--- src/rtl/cp0_exception_ctrl_if.sv ---
// ---------------------------------------------------------------------------
// cp0_exception_ctrl_if
// Bundle between the MEM stage of the pipeline and the CP0 exception
// controller.
//   master : pipeline side. Drives the MEM-stage flags, the mtc0/mfc0 access
//            fields and the interrupt lines. Receives flush/redirect, read data
//            and the CP0 register views.
//   slave  : CP0 side, with the opposite directions.
// ---------------------------------------------------------------------------
interface cp0_exception_ctrl_if;
  logic        stall_i;
  logic        mtc0_we_i;
  logic [4:0]  waddr_i;
  logic [31:0] wdata_i;
  logic [4:0]  raddr_i;
  logic [31:0] rdata_o;
  logic        syscall_i;
  logic        break_i;
  logic        reserve_i;
  logic        eret_i;
  logic        ov_i;
  logic        adel_i;
  logic        ades_i;
  logic        adel_if_i;
  logic [31:0] bad_addr_i;
  logic [31:0] pc_i;
  logic        in_ds_i;
  logic [5:0]  int_i;
  logic        flush_o;
  logic [31:0] newpc_o;
  logic [31:0] status_o;
  logic [31:0] cause_o;
  logic [31:0] epc_o;
  logic        timer_int_o;

  modport master (
    output stall_i, mtc0_we_i, waddr_i, wdata_i, raddr_i,
    output syscall_i, break_i, reserve_i, eret_i, ov_i,
    output adel_i, ades_i, adel_if_i, bad_addr_i, pc_i, in_ds_i, int_i,
    input  rdata_o, flush_o, newpc_o, status_o, cause_o, epc_o, timer_int_o
  );

  modport slave (
    input  stall_i, mtc0_we_i, waddr_i, wdata_i, raddr_i,
    input  syscall_i, break_i, reserve_i, eret_i, ov_i,
    input  adel_i, ades_i, adel_if_i, bad_addr_i, pc_i, in_ds_i, int_i,
    output rdata_o, flush_o, newpc_o, status_o, cause_o, epc_o, timer_int_o
  );
endinterface

--- src/rtl/cp0_exception_ctrl.sv ---
// ---------------------------------------------------------------------------
// cp0_exception_ctrl
// MIPS-style CP0 at the MEM stage. It holds BadVAddr, Count, Compare, Status,
// Cause, EPC and PRId. It prioritises interrupts and exceptions, raises a
// combinational pipeline flush with the redirect PC, and commits all CP0 state
// at the MEM->WB edge.
// Ports:
//   clk  : clock, rising edge
//   rst  : synchronous reset, active-high
//   bus  : cp0_exception_ctrl_if.slave
//            inputs  : stall, mtc0 write (we/addr/data), mfc0 read address,
//                      exception flags, bad address, PC, delay-slot flag,
//                      6 hardware interrupt lines
//            outputs : mfc0 read data, flush, redirect PC, Status, Cause,
//                      EPC, timer interrupt
// ---------------------------------------------------------------------------
module cp0_exception_ctrl #(
  parameter logic [31:0] EXC_VECTOR = 32'hBFC0_0380,
  parameter logic [31:0] PRID_VAL   = 32'h0001_8000,
  parameter int          COUNT_DIV  = 2
) (
  input  logic                 clk,
  input  logic                 rst,
  cp0_exception_ctrl_if.slave  bus
);

  localparam int               DIV_W        = (COUNT_DIV > 1) ? $clog2(COUNT_DIV) : 1;
  localparam logic [DIV_W-1:0] DIV_LAST     = DIV_W'(COUNT_DIV - 1);
  localparam logic [31:0]      STATUS_RST   = 32'h0040_0000;
  localparam logic [31:0]      STATUS_WMASK = 32'h0000_FF03;

  localparam logic [4:0] A_BADVADDR = 5'd8;
  localparam logic [4:0] A_COUNT    = 5'd9;
  localparam logic [4:0] A_COMPARE  = 5'd11;
  localparam logic [4:0] A_STATUS   = 5'd12;
  localparam logic [4:0] A_CAUSE    = 5'd13;
  localparam logic [4:0] A_EPC      = 5'd14;
  localparam logic [4:0] A_PRID     = 5'd15;

  logic [31:0]      r_badvaddr;
  logic [31:0]      r_count;
  logic [31:0]      r_compare;
  logic [31:0]      r_status;
  logic [31:0]      r_cause;
  logic [31:0]      r_epc;
  logic             r_timer_int;
  logic [DIV_W-1:0] r_div;

  logic [7:0]  w_cause_ip;
  logic [31:0] w_cause;
  logic        w_int_pend;
  logic        w_exc;
  logic [4:0]  w_code;
  logic        w_bad_upd;
  logic [31:0] w_bad_val;
  logic        w_eret;
  logic        w_flush;
  logic [31:0] w_newpc;
  logic        w_mtc0;
  logic [31:0] w_rdata;

  // r_cause[15] carries int_i[5]; the timer is merged in here so software and
  // the pending logic both see IP7 = hw5 | timer.
  assign w_cause_ip = {r_cause[15] | r_timer_int, r_cause[14:8]};
  assign w_cause    = {r_cause[31:16], w_cause_ip, r_cause[7:0]};
  assign w_int_pend = r_status[0] & ~r_status[1] & (|(w_cause_ip & r_status[15:8]));

  // Exception source selection, highest priority first. A fetch AdEL records
  // the PC as the bad address, because the fetch itself faulted.
  always_comb begin
    w_exc     = 1'b0;
    w_code    = 5'h00;
    w_bad_upd = 1'b0;
    w_bad_val = bus.bad_addr_i;
    if (!bus.stall_i) begin
      if (w_int_pend) begin
        w_exc  = 1'b1;
        w_code = 5'h00;
      end else if (bus.adel_i && bus.adel_if_i) begin
        w_exc     = 1'b1;
        w_code    = 5'h04;
        w_bad_upd = 1'b1;
        w_bad_val = bus.pc_i;
      end else if (bus.reserve_i) begin
        w_exc  = 1'b1;
        w_code = 5'h0A;
      end else if (bus.syscall_i) begin
        w_exc  = 1'b1;
        w_code = 5'h08;
      end else if (bus.break_i) begin
        w_exc  = 1'b1;
        w_code = 5'h09;
      end else if (bus.ov_i) begin
        w_exc  = 1'b1;
        w_code = 5'h0C;
      end else if (bus.adel_i) begin
        w_exc     = 1'b1;
        w_code    = 5'h04;
        w_bad_upd = 1'b1;
      end else if (bus.ades_i) begin
        w_exc     = 1'b1;
        w_code    = 5'h05;
        w_bad_upd = 1'b1;
      end
    end
  end

  assign w_eret  = ~bus.stall_i & bus.eret_i & ~w_exc;
  // Reset masks the flush so a reset landing on a faulting instruction does
  // not also redirect the front end.
  assign w_flush = ~rst & (w_exc | w_eret);
  assign w_newpc = rst    ? 32'h0 :
                   w_exc  ? EXC_VECTOR :
                   w_eret ? r_epc : 32'h0;
  assign w_mtc0  = bus.mtc0_we_i & ~bus.stall_i & ~w_flush;

  always_comb begin
    w_rdata = 32'h0;
    case (bus.raddr_i)
      A_BADVADDR: w_rdata = r_badvaddr;
      A_COUNT:    w_rdata = r_count;
      A_COMPARE:  w_rdata = r_compare;
      A_STATUS:   w_rdata = r_status;
      A_CAUSE:    w_rdata = w_cause;
      A_EPC:      w_rdata = r_epc;
      A_PRID:     w_rdata = PRID_VAL;
      default:    w_rdata = 32'h0;
    endcase
  end

  always_ff @(posedge clk) begin
    if (rst) begin
      r_badvaddr  <= 32'h0;
      r_count     <= 32'h0;
      r_compare   <= 32'h0;
      r_status    <= STATUS_RST;
      r_cause     <= 32'h0;
      r_epc       <= 32'h0;
      r_timer_int <= 1'b0;
      r_div       <= '0;
    end else begin
      // Count is free-running; a software write restarts the prescaler.
      if (w_mtc0 && bus.waddr_i == A_COUNT) begin
        r_count <= bus.wdata_i;
        r_div   <= '0;
      end else if (r_div == DIV_LAST) begin
        r_count <= r_count + 32'd1;
        r_div   <= '0;
      end else begin
        r_div <= r_div + 1'b1;
      end

      // Writing Compare acknowledges the timer, even if it matches this cycle.
      if (w_mtc0 && bus.waddr_i == A_COMPARE) begin
        r_compare   <= bus.wdata_i;
        r_timer_int <= 1'b0;
      end else if (r_compare != 32'h0 && r_count == r_compare) begin
        r_timer_int <= 1'b1;
      end

      r_cause[15:10] <= bus.int_i;

      if (w_exc) begin
        // Nested exceptions keep the original return point.
        if (!r_status[1]) begin
          r_epc       <= bus.in_ds_i ? (bus.pc_i - 32'd4) : bus.pc_i;
          r_cause[31] <= bus.in_ds_i;
        end
        r_cause[6:2] <= w_code;
        r_status[1]  <= 1'b1;
        if (w_bad_upd) r_badvaddr <= w_bad_val;
      end else if (w_eret) begin
        r_status[1] <= 1'b0;
      end else if (w_mtc0) begin
        case (bus.waddr_i)
          A_STATUS: r_status    <= (r_status & ~STATUS_WMASK) | (bus.wdata_i & STATUS_WMASK);
          A_CAUSE:  r_cause[9:8] <= bus.wdata_i[9:8];
          A_EPC:    r_epc       <= bus.wdata_i;
          default:  ;
        endcase
      end
    end
  end

  assign bus.rdata_o     = w_rdata;
  assign bus.flush_o     = w_flush;
  assign bus.newpc_o     = w_newpc;
  assign bus.status_o    = r_status;
  assign bus.cause_o     = w_cause;
  assign bus.epc_o       = r_epc;
  assign bus.timer_int_o = r_timer_int;

endmodule
--- src/flat_wrapper.sv ---
// flat-port wrapper written by rule: the top's interface ports become plain ports
module cp0_exception_ctrl_flat 
#(
  parameter logic [31:0] EXC_VECTOR = 32'hBFC0_0380,
  parameter logic [31:0] PRID_VAL   = 32'h0001_8000,
  parameter int          COUNT_DIV  = 2
)
  (clk, rst, bus_stall_i, bus_mtc0_we_i, bus_waddr_i, bus_wdata_i, bus_raddr_i, bus_syscall_i, bus_break_i, bus_reserve_i, bus_eret_i, bus_ov_i, bus_adel_i, bus_ades_i, bus_adel_if_i, bus_bad_addr_i, bus_pc_i, bus_in_ds_i, bus_int_i, bus_rdata_o, bus_flush_o, bus_newpc_o, bus_status_o, bus_cause_o, bus_epc_o, bus_timer_int_o);
  cp0_exception_ctrl_if bus_i ();
  input  logic clk;
  input  logic rst;
  input wire logic [$bits(bus_i.stall_i)-1:0] bus_stall_i;
  input wire logic [$bits(bus_i.mtc0_we_i)-1:0] bus_mtc0_we_i;
  input wire logic [$bits(bus_i.waddr_i)-1:0] bus_waddr_i;
  input wire logic [$bits(bus_i.wdata_i)-1:0] bus_wdata_i;
  input wire logic [$bits(bus_i.raddr_i)-1:0] bus_raddr_i;
  input wire logic [$bits(bus_i.syscall_i)-1:0] bus_syscall_i;
  input wire logic [$bits(bus_i.break_i)-1:0] bus_break_i;
  input wire logic [$bits(bus_i.reserve_i)-1:0] bus_reserve_i;
  input wire logic [$bits(bus_i.eret_i)-1:0] bus_eret_i;
  input wire logic [$bits(bus_i.ov_i)-1:0] bus_ov_i;
  input wire logic [$bits(bus_i.adel_i)-1:0] bus_adel_i;
  input wire logic [$bits(bus_i.ades_i)-1:0] bus_ades_i;
  input wire logic [$bits(bus_i.adel_if_i)-1:0] bus_adel_if_i;
  input wire logic [$bits(bus_i.bad_addr_i)-1:0] bus_bad_addr_i;
  input wire logic [$bits(bus_i.pc_i)-1:0] bus_pc_i;
  input wire logic [$bits(bus_i.in_ds_i)-1:0] bus_in_ds_i;
  input wire logic [$bits(bus_i.int_i)-1:0] bus_int_i;
  output wire logic [$bits(bus_i.rdata_o)-1:0] bus_rdata_o;
  output wire logic [$bits(bus_i.flush_o)-1:0] bus_flush_o;
  output wire logic [$bits(bus_i.newpc_o)-1:0] bus_newpc_o;
  output wire logic [$bits(bus_i.status_o)-1:0] bus_status_o;
  output wire logic [$bits(bus_i.cause_o)-1:0] bus_cause_o;
  output wire logic [$bits(bus_i.epc_o)-1:0] bus_epc_o;
  output wire logic [$bits(bus_i.timer_int_o)-1:0] bus_timer_int_o;
  assign bus_i.stall_i = bus_stall_i;
  assign bus_i.mtc0_we_i = bus_mtc0_we_i;
  assign bus_i.waddr_i = bus_waddr_i;
  assign bus_i.wdata_i = bus_wdata_i;
  assign bus_i.raddr_i = bus_raddr_i;
  assign bus_i.syscall_i = bus_syscall_i;
  assign bus_i.break_i = bus_break_i;
  assign bus_i.reserve_i = bus_reserve_i;
  assign bus_i.eret_i = bus_eret_i;
  assign bus_i.ov_i = bus_ov_i;
  assign bus_i.adel_i = bus_adel_i;
  assign bus_i.ades_i = bus_ades_i;
  assign bus_i.adel_if_i = bus_adel_if_i;
  assign bus_i.bad_addr_i = bus_bad_addr_i;
  assign bus_i.pc_i = bus_pc_i;
  assign bus_i.in_ds_i = bus_in_ds_i;
  assign bus_i.int_i = bus_int_i;
  assign bus_rdata_o = bus_i.rdata_o;
  assign bus_flush_o = bus_i.flush_o;
  assign bus_newpc_o = bus_i.newpc_o;
  assign bus_status_o = bus_i.status_o;
  assign bus_cause_o = bus_i.cause_o;
  assign bus_epc_o = bus_i.epc_o;
  assign bus_timer_int_o = bus_i.timer_int_o;
  cp0_exception_ctrl #(.EXC_VECTOR(EXC_VECTOR), .PRID_VAL(PRID_VAL), .COUNT_DIV(COUNT_DIV)) u_core (.clk(clk), .rst(rst), .bus(bus_i));
endmodule
--- config.mk ---
export PLATFORM = sky130hd
export DESIGN_NAME = cp0_exception_ctrl_flat
export DESIGN_NICKNAME = d
export VERILOG_FILES = /design/src/rtl/cp0_exception_ctrl_if.sv /design/src/rtl/cp0_exception_ctrl.sv /design/src/flat_wrapper.sv
export SDC_FILE = /design/constraint.sdc
export NUM_CORES = 1
export LEC_CHECK = 0
export ABC_CLOCK_PERIOD_IN_PS = 2000
export BUFFER_PORTS_ARGS = -buffer_cell sky130_fd_sc_hd__buf_2
export CAP_MARGIN = 20
export CORE_ASPECT_RATIO = 0.5
export CORE_MARGIN = 2
export CORE_UTILIZATION = 35
export CTS_CLUSTER_DIAMETER = 60
export CTS_CLUSTER_SIZE = 10
export DETAILED_ROUTE_END_ITERATION = 8
export GPL_TIMING_DRIVEN = 0
export PLACE_DENSITY_LB_ADDON = 0.12
export SETUP_SLACK_MARGIN = 0.05
export SLEW_MARGIN = 0
export SYNTH_ARGS = -nofsm -noshare
export SYNTH_HDL_FRONTEND = slang
export SYNTH_SLANG_ARGS = --single-unit
--- constraint.sdc ---
create_clock -name clk -period 2 [get_ports clk]
set_input_delay 0.1 -clock clk [delete_from_list [all_inputs] [get_ports clk]]
set_output_delay 0.1 -clock clk [all_outputs]
set_load 0.005 [all_outputs]
==> results.sh <==
export IMPL_cpMostUsedCell="buf_12"
export IMPL_syn_area_um2=9710
export IMPL_combPwrFrac=0.194
export IMPL_yosys_area_top_type="dfxtp_1"
export IMPL_nets=1740
export IMPL_critical_path_max_stage_delay_ns=0.34
export IMPL_crit_arrival_ns=2.43
export IMPL_cp_start_kind="flip-flop"
export IMPL_clkSinkCount=153
export IMPL_via_per_inst=5.61
export IMPL_status="finished, violations left"
export IMPL_clk_pin_slew_worst_paths_ns=0.06
export IMPL_yosysTopAreaCellShare=0.315
export IMPL_layout_commonest_cell="buf_2"
export IMPL_timing_worst_setup_path_type="reg -> out"
export IMPL_seq_power_share=0.401
export IMPL_die_area_um2=29200
export IMPL_rsz0062_at_grt="true"
export IMPL_drive_gt1_frac=0.384
export IMPL_p_int_mw=5.81
export IMPL_layout_min_cycle_time_ns=2.53
export IMPL_clock_power_share=0.405
export IMPL_max_vdd_ir_drop_mv=0.591
export IMPL_syn_area_per_cell_um2=7.99
export IMPL_netlist_instances=1215
export IMPL_setup_viol_count_final=169
export IMPL_fin_ws_ns=-0.526
export IMPL_grt_overflow_total=0
export IMPL_ant_nets=0
export IMPL_ys_flop_type="dfxtp_1"
export IMPL_end_kind="primary output"
export IMPL_worst_pin_slew_ns=1.11
export IMPL_drtIter0Drc=1469
export IMPL_grt_pass1_wl_um=68800
export IMPL_vias=11300
export IMPL_dp_hpwl_um=37300
export IMPL_synth_edf_count=0
export IMPL_syn_to_final_growth_pct=48.8
export IMPL_async_flop_share=0
export IMPL_critPathSlowestCell="dfxtp_4"
export IMPL_placed_cells=1875
export IMPL_core_area_um2=27500
export IMPL_placed_area_um2=11500
export IMPL_switching_share=0.301
export IMPL_p_leak_nw=6.55
export IMPL_routed_wl_um=49700
export IMPL_wl_per_cell_um=24.7
export IMPL_finalInstanceArea_um2=14500
export IMPL_power_density_nw_per_um2=575
export IMPL_switching_power_mw=2.50
export IMPL_clk_latency_ns=0.46
export IMPL_dr_pass1_iters=6
export IMPL_violations="negative hold slack, negative setup slack"
export IMPL_crit_path_cell_trace="a22oi_2, nand4_1, buf_6, o21ai_4, a21o_4, buf_8, buf_12, buf_12, nor2_4, buf_2"
export IMPL_fin_skew_ns=0.0118
export IMPL_utilization=0.526
export IMPL_timing_slew_headroom=0.259
export IMPL_rows=43
export IMPL_cts_root_buf="clkbuf_16"
export IMPL_drv_slew=0
export IMPL_critPathBufInv=5
export IMPL_multi_input_area_um2=6590
export IMPL_yosys_register_bits=153
export IMPL_antenna_found_initial=0
export IMPL_synth_warnings=0
export IMPL_htreeDepth=4
export IMPL_grt_pass1_vias=10100
export IMPL_fillCellCount=2653
export IMPL_grt_start_max_net_pins=17
export IMPL_hold_class="in -> reg"
export IMPL_synthTopCellsByArea="dfxtp_1 32%, mux2i_1 7.7%, nand2_1 6.6%"
export IMPL_maxCapViolCount=0
export IMPL_fp_dieW_um=240
export IMPL_cts_tree="yes"
export IMPL_top_level_ports=287
export IMPL_cts_made_buffers=17
export IMPL_fp_dieH_um=122
export IMPL_synth_distinct_cells=68
export IMPL_finalNonFillerCells=2009
export IMPL_dp_worst_setup_slack_ns=-0.940
export IMPL_final_cell_mix="226 x buf_2, 167 x nand2_1, 140 x dfxtp_1"
export IMPL_portBuffers=239
export IMPL_drc=0
export IMPL_hold_slack_ns=-0.00120
export IMPL_grtUsageTotal=0.330
export IMPL_ys_seq_area_frac=0.315
export IMPL_crit_family="buffers and inverters"
export IMPL_hold_viol_final=1
export IMPL_register_area_um2=3090
export IMPL_start_util=0.353
export IMPL_fin_crit_sh=1.26
export IMPL_gp_congestion=0.981
export IMPL_clk_path_buf_depth=2
export IMPL_worstPathRequired_ns=1.90
export IMPL_cp_max_fo=5
export IMPL_max_clock_freq_ghz=0.396
## final timing paths
check             cells past startpoint                           start  slack, ns                            endpoint
setup / recovery                     10  u_core.r_cause[8]$_SDFFE_PP0P_      -0.53                     bus_newpc_o[27]
hold / removal                        3              bus_bad_addr_i[20]     -0.001  u_core.r_badvaddr[20]$_SDFFE_PP0P_
setup reg to reg                     11  u_core.r_cause[8]$_SDFFE_PP0P_      -0.32   u_core.bus.epc_o[20]$_SDFFE_PP0P_
hold reg to reg                       2  u_core.r_cause[4]$_SDFFE_PP0N_       0.48      u_core.r_cause[4]$_SDFFE_PP0N_
## area by class of cell
type / instances / share of cell area
Buffer: 142 / 0.0780
Inverter: 19 / 0.00493
Timing Repair Buffer: 343 / 0.173
Multi-Input combinational cell: 937 / 0.456
Sequential cell: 153 / 0.214
Clock buffer: 22 / 0.0328
Antenna cell: 1 / 0.000173
Clock inverter: 10 / 0.00805
Tap cell: 382 / 0.0331
## registers in the layout, indices dropped and copies added, names as in the netlist
name and count:
u_core.bus.epc_o 32, u_core.bus.status_o 10, u_core.bus.timer_int_o 1, u_core.r_badvaddr 32
u_core.r_cause 13, u_core.r_compare 32, u_core.r_count 32, u_core.r_div 1
## cell families after synthesis
group	share of synthesized area
AOI/OAI and AO/OA	0.190
xor gates and xnor gates	0.0830
adders and majority gates	0.00258
buffers and inverters	0.0890
DFF	0.315
muxes	0.0947
other	0.000773
and+or+nand+nor	0.224
## repair_timing
action | 4_1_cts | 5_1_grt
pin swaps | 25 | 37
cloned | 11 | 2
resized for setup | 204 | 183
endpoints found under the setup margin | 210 | 203
setup buffers | 39 | 22
hold buffers | 30 | 0
hold endpoints to repair | 36 | 0
## worst register-to-register path: stages (launching register included)
cell       delay, ns
dfxtp_4         0.34
a22oi_2         0.29
nand4_1         0.21
buf_6           0.19
o21ai_4         0.17
buf_4           0.14
buf_6           0.11
a21boi_4        0.06
buf_6           0.13
bufbuf_16       0.26
a211o_1         0.24
a21oi_2         0.12
## per-stage QoR
step	setup TNS, ns	total power, mW
6_report	-41.63	8.31
5_1_grt	-47.70	8.54
4_1_cts	-32.52	8.08
3_5_place_dp	-93.97	4.56
3_3_place_gp	-95.81	4.55
2_1_floorplan	0	3.94
## cell usage after synthesis, types with 4 or more instances
cell type,instances
xnor2_1,30
nand4_1,15
o211ai_1,17
a211o_1,20
buf_1,5
a21oi_1,53
o21ai_0,36
mux2_2,15
clkbuf_1,62
buf_4,58
nand2_1,171
nor3_1,19
and2_1,25
a222oi_1,4
nor2b_1,7
nor2_1,90
or2_2,4
or4_1,4
buf_2,19
and3_1,4
nand3_1,40
and4_1,8
dfxtp_1,153
a22oi_1,52
xor2_1,62
a211oi_1,44
or3_1,5
inv_1,19
a21bo_2,6
mux2i_1,75
nor4_1,32
## metal layers
layer / up-vias / part of all wire / GRT usage
met1: 5493 / 0.44 / 0.488
met4: 0 / 0.025 / 0.0980
met3: 79 / 0.11 / 0.0816
met5: - / 0 / 0
met2: 649 / 0.42 / 0.466
li1: 5057 / - / -
## power by group through the flow
stage | sequential (mW) | clock [mW] | combinational [mW]
after detailed placement | 3.38 | 0 | 1.18
after global routing | 3.33 | 3.50 | 1.71
after global placement | 3.37 | 0 | 1.17
after CTS | 3.31 | 3.35 | 1.42
after floorplan | 3.30 | 0 | 0.635
final | 3.33 | 3.37 | 1.62
Power figures use the tool's default switching activity.
